## src/rtl/simon_cfg_pkg.sv

```systemverilog
// Shared constants, state encodings and the key-length legality check for the
// Simon key-schedule configuration slave.
package simon_cfg_pkg;

   localparam logic [7:0] KEY_BASE   = 8'h00;
   localparam logic [7:0] CTRL_OFS   = 8'h40;
   localparam logic [7:0] STATUS_OFS = 8'h44;

   localparam int CTRL_START    = 0;
   localparam int CTRL_AUTO     = 1;
   localparam int CTRL_CLR      = 2;
   localparam int STAT_BUSY     = 0;
   localparam int STAT_DONE     = 1;
   localparam int STAT_FILL_LSB = 8;

   localparam logic [1:0] RESP_OKAY   = 2'b00;
   localparam logic [1:0] RESP_SLVERR = 2'b10;

   typedef enum logic [1:0] {W_IDLE, W_HAVE_A, W_HAVE_D, W_RESP} w_state_e;
   typedef enum logic {R_IDLE, R_RESP} r_state_e;

   function automatic bit keylen_legal(input int bits);
      return (bits == 64) || (bits == 72) || (bits == 96) || (bits == 128) ||
             (bits == 144) || (bits == 192) || (bits == 256);
   endfunction

endpackage

```

## src/rtl/simon_axil_cfg_axil_reg_if.sv

```systemverilog
// AXI4-Lite handshake engine: turns AW/W/B and AR/R traffic into a one-cycle
// write strobe and a combinational read lookup against the register file.
module axil_reg_if
   import simon_cfg_pkg::*;
#(
   parameter int ADDR_WIDTH = 8
) (
   input  logic                  clk,
   input  logic                  rst,
   input  logic [ADDR_WIDTH-1:0] s_awaddr,
   input  logic                  s_awvalid,
   output logic                  s_awready,
   input  logic [31:0]           s_wdata,
   input  logic [3:0]            s_wstrb,
   input  logic                  s_wvalid,
   output logic                  s_wready,
   output logic [1:0]            s_bresp,
   output logic                  s_bvalid,
   input  logic                  s_bready,
   input  logic [ADDR_WIDTH-1:0] s_araddr,
   input  logic                  s_arvalid,
   output logic                  s_arready,
   output logic [31:0]           s_rdata,
   output logic [1:0]            s_rresp,
   output logic                  s_rvalid,
   input  logic                  s_rready,
   output logic                  wr_en,
   output logic [7:0]            wr_addr,
   output logic [31:0]           wr_data,
   output logic [3:0]            wr_strb,
   input  logic                  wr_err,
   output logic [7:0]            rd_addr,
   input  logic [31:0]           rd_data,
   input  logic                  rd_err
);

   w_state_e    w_state_q, w_state_d;
   r_state_e    r_state_q, r_state_d;
   logic [7:0]  awaddr_q, awaddr_d;
   logic [31:0] wdata_q, wdata_d;
   logic [3:0]  wstrb_q, wstrb_d;
   logic [1:0]  bresp_q, bresp_d;
   logic [31:0] rdata_q, rdata_d;
   logic [1:0]  rresp_q, rresp_d;
   logic        aw_hs, w_hs, rd_en;

   assign s_awready = (w_state_q == W_IDLE) || (w_state_q == W_HAVE_D);
   assign s_wready  = (w_state_q == W_IDLE) || (w_state_q == W_HAVE_A);
   assign s_bvalid  = (w_state_q == W_RESP);
   assign s_bresp   = bresp_q;
   assign s_arready = (r_state_q == R_IDLE);
   assign s_rvalid  = (r_state_q == R_RESP);
   assign s_rdata   = rdata_q;
   assign s_rresp   = rresp_q;

   assign aw_hs = s_awvalid && s_awready;
   assign w_hs  = s_wvalid && s_wready;

   // Commit happens on the edge that supplies the last missing half.
   assign wr_en   = (aw_hs || (w_state_q == W_HAVE_A)) && (w_hs || (w_state_q == W_HAVE_D));
   assign wr_addr = (w_state_q == W_HAVE_A) ? awaddr_q : s_awaddr[7:0];
   assign wr_data = (w_state_q == W_HAVE_D) ? wdata_q : s_wdata;
   assign wr_strb = (w_state_q == W_HAVE_D) ? wstrb_q : s_wstrb;

   assign rd_en   = s_arvalid && s_arready;
   assign rd_addr = s_araddr[7:0];

   always_comb begin
      w_state_d = w_state_q;
      awaddr_d  = awaddr_q;
      wdata_d   = wdata_q;
      wstrb_d   = wstrb_q;
      bresp_d   = bresp_q;
      case (w_state_q)
         W_IDLE: begin
            if (wr_en) begin
               w_state_d = W_RESP;
            end else if (aw_hs) begin
               w_state_d = W_HAVE_A;
               awaddr_d  = s_awaddr[7:0];
            end else if (w_hs) begin
               w_state_d = W_HAVE_D;
               wdata_d   = s_wdata;
               wstrb_d   = s_wstrb;
            end
         end
         W_HAVE_A, W_HAVE_D: if (wr_en) w_state_d = W_RESP;
         W_RESP:             if (s_bready) w_state_d = W_IDLE;
         default:            w_state_d = W_IDLE;
      endcase
      if (wr_en) bresp_d = wr_err ? RESP_SLVERR : RESP_OKAY;
   end

   always_comb begin
      r_state_d = r_state_q;
      rdata_d   = rdata_q;
      rresp_d   = rresp_q;
      if (rd_en) begin
         r_state_d = R_RESP;
         rdata_d   = rd_data;
         rresp_d   = rd_err ? RESP_SLVERR : RESP_OKAY;
      end else if ((r_state_q == R_RESP) && s_rready) begin
         r_state_d = R_IDLE;
      end
   end

   always_ff @(posedge clk) begin
      if (rst) begin
         w_state_q <= W_IDLE;
         r_state_q <= R_IDLE;
         awaddr_q  <= '0;
         wdata_q   <= '0;
         wstrb_q   <= '0;
         bresp_q   <= RESP_OKAY;
         rdata_q   <= '0;
         rresp_q   <= RESP_OKAY;
      end else begin
         w_state_q <= w_state_d;
         r_state_q <= r_state_d;
         awaddr_q  <= awaddr_d;
         wdata_q   <= wdata_d;
         wstrb_q   <= wstrb_d;
         bresp_q   <= bresp_d;
         rdata_q   <= rdata_d;
         rresp_q   <= rresp_d;
      end
   end

endmodule

```

## src/rtl/simon_axil_cfg.sv

```systemverilog
// AXI4-Lite configuration slave for the Simon key schedule: key storage with
// fill tracking, manual/automatic start pulses and sticky completion status.
module simon_axil_cfg
   import simon_cfg_pkg::*;
#(
   parameter int KEYLEN_BITS = 256,
   parameter int ADDR_WIDTH  = 8
) (
   input  logic                   clk,
   input  logic                   rst,
   input  logic [ADDR_WIDTH-1:0]  s_awaddr,
   input  logic                   s_awvalid,
   output logic                   s_awready,
   input  logic [31:0]            s_wdata,
   input  logic [3:0]             s_wstrb,
   input  logic                   s_wvalid,
   output logic                   s_wready,
   output logic [1:0]             s_bresp,
   output logic                   s_bvalid,
   input  logic                   s_bready,
   input  logic [ADDR_WIDTH-1:0]  s_araddr,
   input  logic                   s_arvalid,
   output logic                   s_arready,
   output logic [31:0]            s_rdata,
   output logic [1:0]             s_rresp,
   output logic                   s_rvalid,
   input  logic                   s_rready,
   output logic [KEYLEN_BITS-1:0] init_key,
   output logic                   key_compute_start,
   input  logic                   key_busy,
   input  logic                   key_done
);

   localparam int KEY_WORDS = (KEYLEN_BITS + 31) / 32;
   localparam int LAST_BITS = KEYLEN_BITS - 32 * (KEY_WORDS - 1);
   localparam logic [31:0] LAST_MASK =
      (LAST_BITS == 32) ? 32'hFFFF_FFFF : ((32'h1 << LAST_BITS) - 32'h1);

   if (!keylen_legal(KEYLEN_BITS)) begin : g_bad_keylen
      $error("simon_axil_cfg: unsupported KEYLEN_BITS");
   end

   logic                    wr_en, wr_err, rd_err;
   logic [7:0]              wr_addr, rd_addr, wr_ofs, rd_ofs;
   logic [5:0]              wr_idx, rd_idx;
   logic [31:0]             wr_data, rd_data;
   logic [3:0]              wr_strb;
   logic                    wr_is_key, wr_is_ctrl, wr_is_stat;
   logic                    rd_is_key, rd_is_ctrl, rd_is_stat;
   logic [31:0]             key_q [KEY_WORDS];
   logic [31:0]             key_d [KEY_WORDS];
   logic [KEY_WORDS-1:0]    fill_q, fill_d;
   logic                    auto_q, auto_d, done_q, done_d, start_q, start_d;
   logic                    auto_fire, start_cmd;
   logic [32*KEY_WORDS-1:0] key_flat;

   axil_reg_if #(.ADDR_WIDTH(ADDR_WIDTH)) u_if (
      .clk(clk), .rst(rst),
      .s_awaddr(s_awaddr), .s_awvalid(s_awvalid), .s_awready(s_awready),
      .s_wdata(s_wdata), .s_wstrb(s_wstrb), .s_wvalid(s_wvalid), .s_wready(s_wready),
      .s_bresp(s_bresp), .s_bvalid(s_bvalid), .s_bready(s_bready),
      .s_araddr(s_araddr), .s_arvalid(s_arvalid), .s_arready(s_arready),
      .s_rdata(s_rdata), .s_rresp(s_rresp), .s_rvalid(s_rvalid), .s_rready(s_rready),
      .wr_en(wr_en), .wr_addr(wr_addr), .wr_data(wr_data), .wr_strb(wr_strb),
      .wr_err(wr_err), .rd_addr(rd_addr), .rd_data(rd_data), .rd_err(rd_err)
   );

   assign wr_ofs     = wr_addr & 8'hFC;
   assign rd_ofs     = rd_addr & 8'hFC;
   assign wr_idx     = wr_ofs[7:2] - KEY_BASE[7:2];
   assign rd_idx     = rd_ofs[7:2] - KEY_BASE[7:2];
   assign wr_is_key  = (wr_ofs - KEY_BASE) < 8'(4 * KEY_WORDS);
   assign rd_is_key  = (rd_ofs - KEY_BASE) < 8'(4 * KEY_WORDS);
   assign wr_is_ctrl = (wr_ofs == CTRL_OFS);
   assign rd_is_ctrl = (rd_ofs == CTRL_OFS);
   assign wr_is_stat = (wr_ofs == STATUS_OFS);
   assign rd_is_stat = (rd_ofs == STATUS_OFS);
   assign wr_err     = !(wr_is_key || wr_is_ctrl || wr_is_stat);
   assign rd_err     = !(rd_is_key || rd_is_ctrl || rd_is_stat);

   always_comb begin
      key_d     = key_q;
      fill_d    = fill_q;
      auto_d    = auto_q;
      done_d    = done_q;
      start_cmd = 1'b0;
      auto_fire = auto_q && (&fill_q) && !key_busy;
      if (auto_fire) fill_d = '0;
      // CLR is applied before the key write path so START+CLR still pulses.
      if (wr_en && wr_is_ctrl && wr_strb[0]) begin
         auto_d    = wr_data[CTRL_AUTO];
         start_cmd = wr_data[CTRL_START] && !key_busy;
         if (wr_data[CTRL_CLR]) begin
            for (int i = 0; i < KEY_WORDS; i++) key_d[i] = '0;
            fill_d = '0;
         end
      end
      if (wr_en && wr_is_key && (wr_strb != 4'b0000)) begin
         for (int i = 0; i < KEY_WORDS; i++) begin
            if (wr_idx == 6'(i)) begin
               for (int b = 0; b < 4; b++) begin
                  if (wr_strb[b]) key_d[i][8*b +: 8] = wr_data[8*b +: 8];
               end
               key_d[i]  = key_d[i] & ((i == KEY_WORDS - 1) ? LAST_MASK : 32'hFFFF_FFFF);
               fill_d[i] = 1'b1;
            end
         end
      end
      if (wr_en && wr_is_stat && wr_strb[0] && wr_data[STAT_DONE]) done_d = 1'b0;
      start_d = auto_fire || start_cmd;
      if (start_d) done_d = 1'b0;
      if (key_done) done_d = 1'b1;
   end

   always_comb begin
      rd_data = '0;
      if (rd_is_key) begin
         for (int i = 0; i < KEY_WORDS; i++) begin
            if (rd_idx == 6'(i)) rd_data = key_q[i];
         end
      end else if (rd_is_ctrl) begin
         rd_data[CTRL_AUTO] = auto_q;
      end else if (rd_is_stat) begin
         rd_data[STAT_BUSY]            = key_busy;
         rd_data[STAT_DONE]            = done_q;
         rd_data[STAT_FILL_LSB +: 8]   = 8'(fill_q);
      end
   end

   always_ff @(posedge clk) begin
      if (rst) begin
         for (int i = 0; i < KEY_WORDS; i++) key_q[i] <= '0;
         fill_q  <= '0;
         auto_q  <= 1'b1;
         done_q  <= 1'b0;
         start_q <= 1'b0;
      end else begin
         key_q   <= key_d;
         fill_q  <= fill_d;
         auto_q  <= auto_d;
         done_q  <= done_d;
         start_q <= start_d;
      end
   end

   for (genvar g = 0; g < KEY_WORDS; g++) begin : g_flat
      assign key_flat[32*g +: 32] = key_q[g];
   end

   assign init_key          = key_flat[KEYLEN_BITS-1:0];
   assign key_compute_start = start_q;

endmodule

```

## config.mk

```make
export PLATFORM = sky130hd
export DESIGN_NAME = simon_axil_cfg
export DESIGN_NICKNAME = d
export VERILOG_FILES = /design/src/rtl/simon_cfg_pkg.sv /design/src/rtl/simon_axil_cfg_axil_reg_if.sv /design/src/rtl/simon_axil_cfg.sv
export SDC_FILE = /design/constraint.sdc
export NUM_CORES = 1
export LEC_CHECK = 0
export ABC_CLOCK_PERIOD_IN_PS = 2600
export BUFFER_PORTS_ARGS = -buffer_cell sky130_fd_sc_hd__buf_2
export CAP_MARGIN = 0
export CORE_MARGIN = 2
export CORE_UTILIZATION = 49
export DETAILED_ROUTE_END_ITERATION = 6
export HOLD_SLACK_MARGIN = 0.1
export PLACE_DENSITY = 0.75
export SYNTH_ARGS = -nofsm -noshare
export SYNTH_HDL_FRONTEND = slang
export SYNTH_SLANG_ARGS = --single-unit
export TNS_END_PERCENT = 10
```

## constraint.sdc

```tcl
create_clock -name clk -period 2.6 [get_ports clk]
set_input_delay 0.78 -clock clk [delete_from_list [all_inputs] [get_ports clk]]
set_output_delay 0.78 -clock clk [all_outputs]
set_load 0.1 [all_outputs]
```

==> results of run 1 <==
[kinds of logic after synthesis]
logic type,after synthesis,share of synthesized area (%)
fa+ha+maj,4,0.336
compound gates,565,22.4
other cells,1,0.0252
buf+inv,184,4.77
mux,83,6.14
flops,346,46.5
simple gates,608,19.7
[cell type report]
class,count,area share (%)
repair buffers,491,16.1
multi-input cells,1262,38.5
well taps,390,2.55
clock inverters,12,0.561
inverters,17,0.333
diodes,1,0.0131
flip-flops and latches,346,36.1
clock buffers,54,5.80
[sequential cells by signal, indices dropped and copies added (netlist names)]
signal and flops:
u_if.wstrb_q 4, u_if.s_rvalid 1, u_if.s_rdata 32, auto_q 1, u_if.w_state_q 2, u_if.s_rresp 1, key_compute_start 1, u_if.awaddr_q 6
u_if.s_bresp 1, u_if.wdata_q 32, done_q 1, init_key 256, fill_q 8
[cells in the mapped netlist (19+ instances only)]
master,count,share of area (%)
dfxtp_1,346,47
o21ai_0,304,10
nand3_1,279,9.4
nand2_1,185,4.7
clkbuf_1,134,3.4
a21oi_1,81,2.7
mux2i_1,62,4.2
nor2_1,39,0.98
a221oi_1,36,2.1
o21ai_1,31,1.0
or2_2,30,1.3
a32o_1,22,1.5
buf_1,22,0.55
nand4_1,22,0.92
a31oi_1,19,0.80
[power breakdown]
part / internal (mW) / switching [mW]
Sequential: 5.43 / 0.0941
Clock: 3.09 / 2.20
Combinational: 0.902 / 1.89
Total: 9.43 / 4.19
[through the flow]
stage	hold WS (ns)	instance area, sq um
after global placement	0.439	17900
after global routing	0.472	19200
final	0.452	19200
after CTS	0.455	19100
after detailed placement	0.445	17900
after floorplan	0.433	15000
[worst register-to-register path, stage by stage (launching register included)]
cell	delay [ns]
dfxtp_1	0.30
inv_1	0.11
ha_4	0.19
or3b_1	0.39
a222oi_1	0.33
buf_4	0.22
a41oi_4	0.12
buf_12	0.21
buf_4	0.22
nand3_1	0.11
o21ai_0	0.08
[worst max path at each step]
stage                     slack, ns               end               from  depth (start not counted)
after floorplan               -0.05  u_if.s_rdata[18]        s_araddr[2]                          7
after global placement        -0.08      init_key[87]        s_awaddr[7]                          7
after detailed placement      -0.09      init_key[82]        s_awaddr[7]                          7
after CTS                     0.005          s_wready  u_if.w_state_q[0]                          4
after global routing           0.03          s_wready  u_if.w_state_q[0]                          4
final                          0.10          s_wready  u_if.w_state_q[0]                          4
[layer usage]
metal / vias up / routed length [um] / GRT usage (%)
met2: 870 / 25100 / 52.8
met1: 7500 / 23500 / 47.4
met5: - / 0 / 0
met3: 107 / 5530 / 5.90
met4: 0 / 1480 / 8.91
li1: 7266 / - / -
==> results.yml, run 1 <==
timing:
  finalHoldViolCount: 0
  fmax_ghz: 0.400
  finClkSkew_ns: 0.0186
  tns_ns: 0
  worst_pin_slew_ns: 0.522
  period_share_pct: 96.1
  finalCriticalPeriod_ns: 2.50
  rsz0062_at_grt: "no"
  setup_viol: 0
  setup_ws_ns: 0.101
  max_slew_margin_pct: 64.2
  timing.final.max_slew_violations: 0
clock_tree:
  cts_buffer_depth: 3
  post_cts_resized: 1
  tritoncts: "done"
  post-cts-setup-buffers: 0
  cts_inserted_buffers: 38
  clock_sinks: 346
  cts_hold_repair.buffers: 0
  clock_latency_ns: 0.53
  htree_levels: 2
  cts_root_buf: "clkbuf_16"
  clk_pin_slew_ns: 0.06
floorplanning:
  initial_utilization_pct: 49.9
  dieWidth_um: 178
  io_pins: 359
  die_area_sq_um: 31800
  rows: 63
  die_h_um: 178
  coreArea_sq_um: 29800
pwr:
  p_total_mw: 13.6
  leakagePower_nw: 7.81
  ir_drop_mv: 0.760
  powerDensity_nw_per_um2: 710
routing:
  drt_iter0_drc: 1835
  routed_wl_mm: 55.6
  ant_nets: 0
  dr_total_vias: 15700
  dr.pass1.iters: 5
  vias_per_cell: 6.12
  wl_per_cell_um: 21.6
  drc: 0
worst_setup_path:
  cp-start-kind: "flop"
  reg2reg_to: "init_key[52]"
  cp.required_ns: 1.82
  r2r_setup_slack_ns: 0.20
  worst-path-buf-inv: 2
  r2r_cells: 10
  critical_path_class: "reg2out"
  cp_max_fo: 6
  path_cells: "inv_1 > ha_2 > or2_2 > buf_12"
  rr_startpoint: "u_if.w_state_q[1]"
  crit_family: "flip-flops"
  cp-end-kind: "output port"
  critical_path.max_stage_delay_ns: 0.39
  slowest_stage: "dfxtp_2"
  crit_arrival_ns: 1.72
layout:
  synthToLayoutAreaGrowth_pct: 28.8
  fillers: 2530
  final_common_cell: "buf_2"
  layout-drive-gt1-share_pct: 29.1
  multi_input_area_sq_um: 7380
  final_cell_mix: "buf_2, dfxtp_1, o21ai_0"
  final-instance-count-excl-fill: 2573
  seqCellArea_sq_um: 6930
  post-route-util_pct: 64.3
  fin_nets: 2221
logic_synthesis:
  synth.ff_latch_count: 346
  postSynthAreaPerCell_sq_um: 8.31
  synth_edf_count: 0
  synth_async_sr_flop_share_pct: 0
  netlist_area_sq_um: 14900
  synth.distinct_cells: 59
  yosysWarnings: 0
  yosysSeqAreaShare_pct: 46.5
  synth_ff_type: "dfxtp_1"
  netlist_instances: 1791
worst_hold_path:
  hold_depth: 2
  min_from: "u_if.wdata_q[10]"
  holdPathEnd: "u_if.wdata_q[10]"
  hold_path_class: "reg2reg"
global_routing:
  grt_max_degree: 54
  antenna_found_initial: 1
  grt_overflow: 0
  grt_pass1_vias: 14200
  grt_usage_pct: 33.5
  grt_pass1_wl_mm: 82.8
placed_design:
  pre_cts_slack_ns: -0.0927
  place.gp.congestion: 0.957
  dp_cells: 2506
  io_buffers: 352
  hpwl_mm: 41.8
status:
  outcome: "finished clean"
job:
  maxCapViolCount: 0
Power figures use the tool's default switching activity.
==> inputs of run 2 (changes only) <==
--- a/config.mk
+++ b/config.mk
@@ -6,13 +6,13 @@
 export NUM_CORES = 1
 export LEC_CHECK = 0
 export ABC_CLOCK_PERIOD_IN_PS = 2600
-export BUFFER_PORTS_ARGS = -buffer_cell sky130_fd_sc_hd__buf_2
 export CAP_MARGIN = 0
 export CORE_MARGIN = 2
-export CORE_UTILIZATION = 49
+export CORE_UTILIZATION = 55
 export DETAILED_ROUTE_END_ITERATION = 6
+export DONT_BUFFER_PORTS = 1
 export HOLD_SLACK_MARGIN = 0.1
-export PLACE_DENSITY = 0.75
+export PLACE_DENSITY = 0.71
 export SYNTH_ARGS = -nofsm -noshare
 export SYNTH_HDL_FRONTEND = slang
 export SYNTH_SLANG_ARGS = --single-unit
==> results.yml, run 2 (synthesis results as in run 1) <==
placed_design:
  pre_cts_slack_ns: -0.00319
  hpwl_mm: 39.9
  io_buffers: 0
  dp_cells: 2366
  dpl-instance-area_sq_um: 18000
  place.gp.congestion: 1.01
global_routing:
  grt_usage_pct: 37.3
  grt_pass1_wl_mm: 83.4
  antenna_found_initial: 0
  grt_pass1_vias: 14000
  grt_overflow: 0
  grt_max_degree: 119
floorplanning:
  die_area_sq_um: 28400
  rows: 60
  dieWidth_um: 168
  initial_utilization_pct: 55.7
  die_h_um: 168
  io_pins: 359
  coreArea_sq_um: 26700
clock_tree:
  clock_latency_ns: 0.53
  cts_inserted_buffers: 38
  tritoncts: "done"
  cts_hold_repair.buffers: 0
  htree_levels: 2
  clock_sinks: 346
  clk_pin_slew_ns: 0.06
  cts_root_buf: "clkbuf_16"
  cts_buffer_depth: 3
routing:
  ant_nets: 0
  drt_iter0_drc: 1929
  wl_per_cell_um: 22.5
  vias_per_cell: 6.30
  routed_wl_mm: 54.8
  dr_total_vias: 15300
  dr.pass1.iters: 6
  drc: 0
worst_setup_path:
  cp-start-kind: "flop"
  crit_arrival_ns: 1.73
  cp-end-kind: "output port"
  slowest_stage: "dfxtp_4"
  critical_path.max_stage_delay_ns: 0.37
  worst-path-buf-inv: 3
  critical_path_class: "reg2out"
  cp.required_ns: 1.82
  crit_family: "buffers and inverters"
  cp_max_fo: 5
  path_cells: "inv_1 > ha_1 > buf_4 > or2_4 > buf_12"
job:
  maxCapViolCount: 0
timing:
  finalHoldViolCount: 0
  timing.final.max_slew_violations: 0
  max_slew_margin_pct: 66.1
  finClkSkew_ns: 0.0185
  rsz0062_at_grt: "no"
  period_share_pct: 96.5
  worst_pin_slew_ns: 0.507
  setup_viol: 0
  setup_ws_ns: 0.0918
  fmax_ghz: 0.399
  finalCriticalPeriod_ns: 2.51
layout:
  fillers: 2133
  post-route-util_pct: 72.1
  multi_input_area_sq_um: 7360
  diodes: 0
  final_cell_mix: "buf_4, dfxtp_1, o21ai_0"
  fin_nets: 2131
  seqCellArea_sq_um: 6930
  layout-drive-gt1-share_pct: 26.0
  final_common_cell: "buf_4"
  fin_area_sq_um: 19300
  synthToLayoutAreaGrowth_pct: 29.4
  largest_reg_flops: 256
  final-instance-count-excl-fill: 2435
pwr:
  intPower_mw: 9.52
  leakagePower_nw: 7.37
  ir_drop_mv: 0.946
  power_frac_seq_pct: 40.7
  switching_share_pct: 29.7
  switching_power_mw: 4.03
  comb_power_share_pct: 19.0
  pwr-share-clk_pct: 40.3
  powerDensity_nw_per_um2: 703
status:
  outcome: "finished clean"
worst_hold_path:
  hold_path_class: "in2reg"
==> run 2: cell count changes in the layout (fill, tap and decap cells not counted), moves of 3 or more <==
cell,change
buf_2,-348
clkbuf_8,+3
buf_12,-6
buf_4,+264
clkinvlp_4,+3
clkinv_2,-3
==> run 2: stage by stage <==
stage	TNS, ns	power [mW]	hold WS [ns]
floorplan	-8.48	7.42	0.433
global placement	0	8.08	0.434
detailed placement	-0.00417	8.13	0.441
CTS	0	13.5	0.324
global route	0	13.9	0.327
finish	0	13.5	0.364
==> run 2: final timing paths <==
kind,start,to,slack [ns],cells after the start
setup / recovery,u_if.w_state_q[0],s_wready,0.09,5
hold / removal,rst,u_if.wdata_q[26],0.36,1
setup reg to reg,u_if.w_state_q[1],init_key[237],0.15,9
hold reg to reg,u_if.wdata_q[4],u_if.wdata_q[4],0.45,2
==> run 2: layer usage <==
metal	GRT usage (%)	vias to the layer above	share of wire, %
met1	49.2	7244	40
met4	13.5	0	3.7
met3	10.2	136	11
met5	0	-	0
met2	59.0	880	45
li1	-	7082	-
==> run 2: layout make-up <==
cell class	instances	share of cell area (%)
Clock buffer	57	5.99
Multi-Input combinational cell	1262	38.2
Clock inverter	11	0.604
Sequential cell	346	36.0
Inverter	17	0.331
Timing Repair Buffer	401	16.7
Tap cell	341	2.21
==> run 2: worst register-to-register path, stage by stage, from the launching register on <==
cell     delay, ns
dfxtp_1       0.32
buf_4         0.14
ha_2          0.23
buf_4         0.25
mux2_2        0.43
a41oi_4       0.23
buf_12        0.27
buf_4         0.31
nand3_1       0.13
o21ai_1       0.10
==> run 2: repair_timing <==
item	in CTS	in global routing
endpoints found under the hold margin	0	0
buffers inserted	0	1
pin swaps	0	2
resized for setup	1	7
endpoints found under the setup margin	1	59
==> run 2: power groups by stage <==
stage	logic (mW)	clock network (mW)	registers, mW
final	2.57	5.46	5.51
after global routing	2.72	5.68	5.52
after global placement	2.46	0	5.62
after CTS	2.51	5.48	5.51
after floorplan	1.53	0	5.88
after detailed placement	2.50	0	5.62
==> inputs of run 3 (changes only) <==
--- a/config.mk
+++ b/config.mk
@@ -8,11 +8,11 @@
 export ABC_CLOCK_PERIOD_IN_PS = 2600
 export CAP_MARGIN = 0
 export CORE_MARGIN = 2
-export CORE_UTILIZATION = 55
+export CORE_UTILIZATION = 50
 export DETAILED_ROUTE_END_ITERATION = 6
 export DONT_BUFFER_PORTS = 1
 export HOLD_SLACK_MARGIN = 0.1
-export PLACE_DENSITY = 0.71
+export PLACE_DENSITY = 0.66
 export SYNTH_ARGS = -nofsm -noshare
 export SYNTH_HDL_FRONTEND = slang
 export SYNTH_SLANG_ARGS = --single-unit
==> results.yml, run 3 (synthesis results as in run 1) <==
timing:
  worst_pin_slew_ns: 0.724
  finalHoldViolCount: 0
  max_slew_margin_pct: 51.4
  setup_viol: 0
  finalCriticalPeriod_ns: 2.57
  finClkSkew_ns: 0.0156
  fmax_ghz: 0.389
  timing.final.max_slew_violations: 0
  timing.hold.ws_ns: 0.340
  period_share_pct: 98.8
  rsz0062_at_grt: "yes"
worst_setup_path:
  crit_family: "buffers and inverters"
  cp-start-kind: "flop"
  path_cells: "buf_6 > ha_4 > buf_8 > buf_12 > or2_4"
  cp.required_ns: 1.82
  cp_max_fo: 12
  critical_path.max_stage_delay_ns: 0.38
  critical_path_class: "reg2out"
  crit_arrival_ns: 1.79
  worst-path-buf-inv: 3
  slowest_stage: "or2_4"
  cp-end-kind: "output port"
routing:
  routed_wl_mm: 55.8
  drc: 0
  vias_per_cell: 6.15
  dr.pass1.iters: 6
  ant_nets: 0
  dr_total_vias: 15300
  wl_per_cell_um: 22.4
  drt_iter0_drc: 1445
layout:
  fin_nets: 2133
  final_common_cell: "buf_4"
  synthToLayoutAreaGrowth_pct: 30.5
  diodes: 0
  largest_reg_flops: 256
  final_cell_mix: "buf_4, dfxtp_1, o21ai_0"
  layout-drive-gt1-share_pct: 26.1
floorplanning:
  coreArea_sq_um: 29500
  initial_utilization_pct: 50.5
  rows: 63
  io_pins: 359
  die_h_um: 177
  dieWidth_um: 177
  die_area_sq_um: 31200
clock_tree:
  cts_hold_repair.buffers: 0
  clock_sinks: 346
  cts_root_buf: "clkbuf_16"
  clock_latency_ns: 0.52
  cts_inserted_buffers: 38
  tritoncts: "done"
  htree_levels: 2
  clk_pin_slew_ns: 0.06
  cts_buffer_depth: 3
pwr:
  powerDensity_nw_per_um2: 707
  ir_drop_mv: 1.12
  leakagePower_nw: 7.41
  p_total_mw: 13.7
global_routing:
  grt_usage_pct: 34.2
  antenna_found_initial: 0
  grt_pass1_wl_mm: 82.4
  grt_pass1_vias: 13800
  grt_overflow: 0
  grt_max_degree: 119
placed_design:
  place.gp.congestion: 0.971
  hpwl_mm: 40.5
  io_buffers: 0
job:
  maxCapViolCount: 0
status:
  outcome: "finished clean"
worst_hold_path:
  hold_path_class: "in2reg"
==> run 3: changes by cell type in the layout (fill, tap and decap cells not counted), moves of 2 or more <==
cell,before,now
clkbuf_8,11,7
clkinvlp_4,3,0
buf_4,385,383
clkbuf_1,7,9
clkbuf_16,39,41
o21ai_0,290,288
==> run 3: worst register-to-register path: cells and delay by family, from the launching register on <==
kind / cells / cell delay, ns
buffers and inverters: 4 / 0.69
adder cells (fa/ha/maj): 1 / 0.20
AO/OA/AOI/OAI: 2 / 0.22
flip-flops: 1 / 0.34
AND/OR/NAND/NOR: 3 / 0.88
==> run 3: report_power, final <==
part | total [mW] | switching [mW] | leakage (nW) | internal [mW]
Sequential | 5.51 | 0.0793 | 2.79 | 5.43
Clock | 5.54 | 2.18 | 0.633 | 3.37
Combinational | 2.68 | 1.79 | 3.99 | 0.893
==> run 3: area by class of cell <==
| class | count | area, sq um |
|---|---|---|
| Multi-Input combinational cell | 1262 | 7380 |
| Inverter | 17 | 63.8 |
| Timing Repair Buffer | 403 | 3270 |
| Clock inverter | 9 | 124 |
| Sequential cell | 346 | 6930 |
| Clock buffer | 57 | 1160 |
| Tap cell | 390 | 488 |
| Fill cell | 2497 | 10100 |
==> run 3: metrics by stage <==
| step | area [sq um] | utilization, % | cells | setup WS (ns) | TNS, ns |
|---|---|---|---|---|---|
| 6_report | 19400 | 65.9 | 2484 | 0.0307 | 0 |
| 2_1_floorplan | 15000 | - | 1792 | -0.0538 | -8.48 |
| 5_1_grt | 19400 | 65.9 | 2484 | -0.00839 | -0.0107 |
| 3_3_place_gp | 18000 | 61.1 | 2414 | 0.0138 | 0 |
| 3_5_place_dp | 18000 | 61.1 | 2414 | -0.0257 | -0.0311 |
| 4_1_cts | 19400 | 65.8 | 2483 | 0.0146 | 0 |
==> run 3: metal layers <==
metal | GRT usage, % | routed length, um | up-vias
met3 | 9.95 | 6520 | 127
met1 | 45.0 | 22300 | 7234
met2 | 53.0 | 24800 | 815
li1 | - | - | 7089
met4 | 13.0 | 2180 | 0
met5 | 0 | 0 | -
==> run 3: what timing repair did <==
item | CTS | global route
endpoints found under the setup margin | 2 | 99
cloned | 1 | 0
pin swaps | 1 | 1
setup buffers | 2 | 1
resized for setup | 8 | 11
==> run 3: final timing paths <==
kind                           from                to  slack, ns  depth (start not counted)
hold / removal                  rst  u_if.wdata_q[28]       0.34                          1
setup reg to reg  u_if.w_state_q[1]      init_key[65]       0.14                         10
setup / recovery  u_if.w_state_q[1]         s_awready       0.03                          5
hold reg to reg    u_if.wdata_q[26]  u_if.wdata_q[26]       0.45                          2
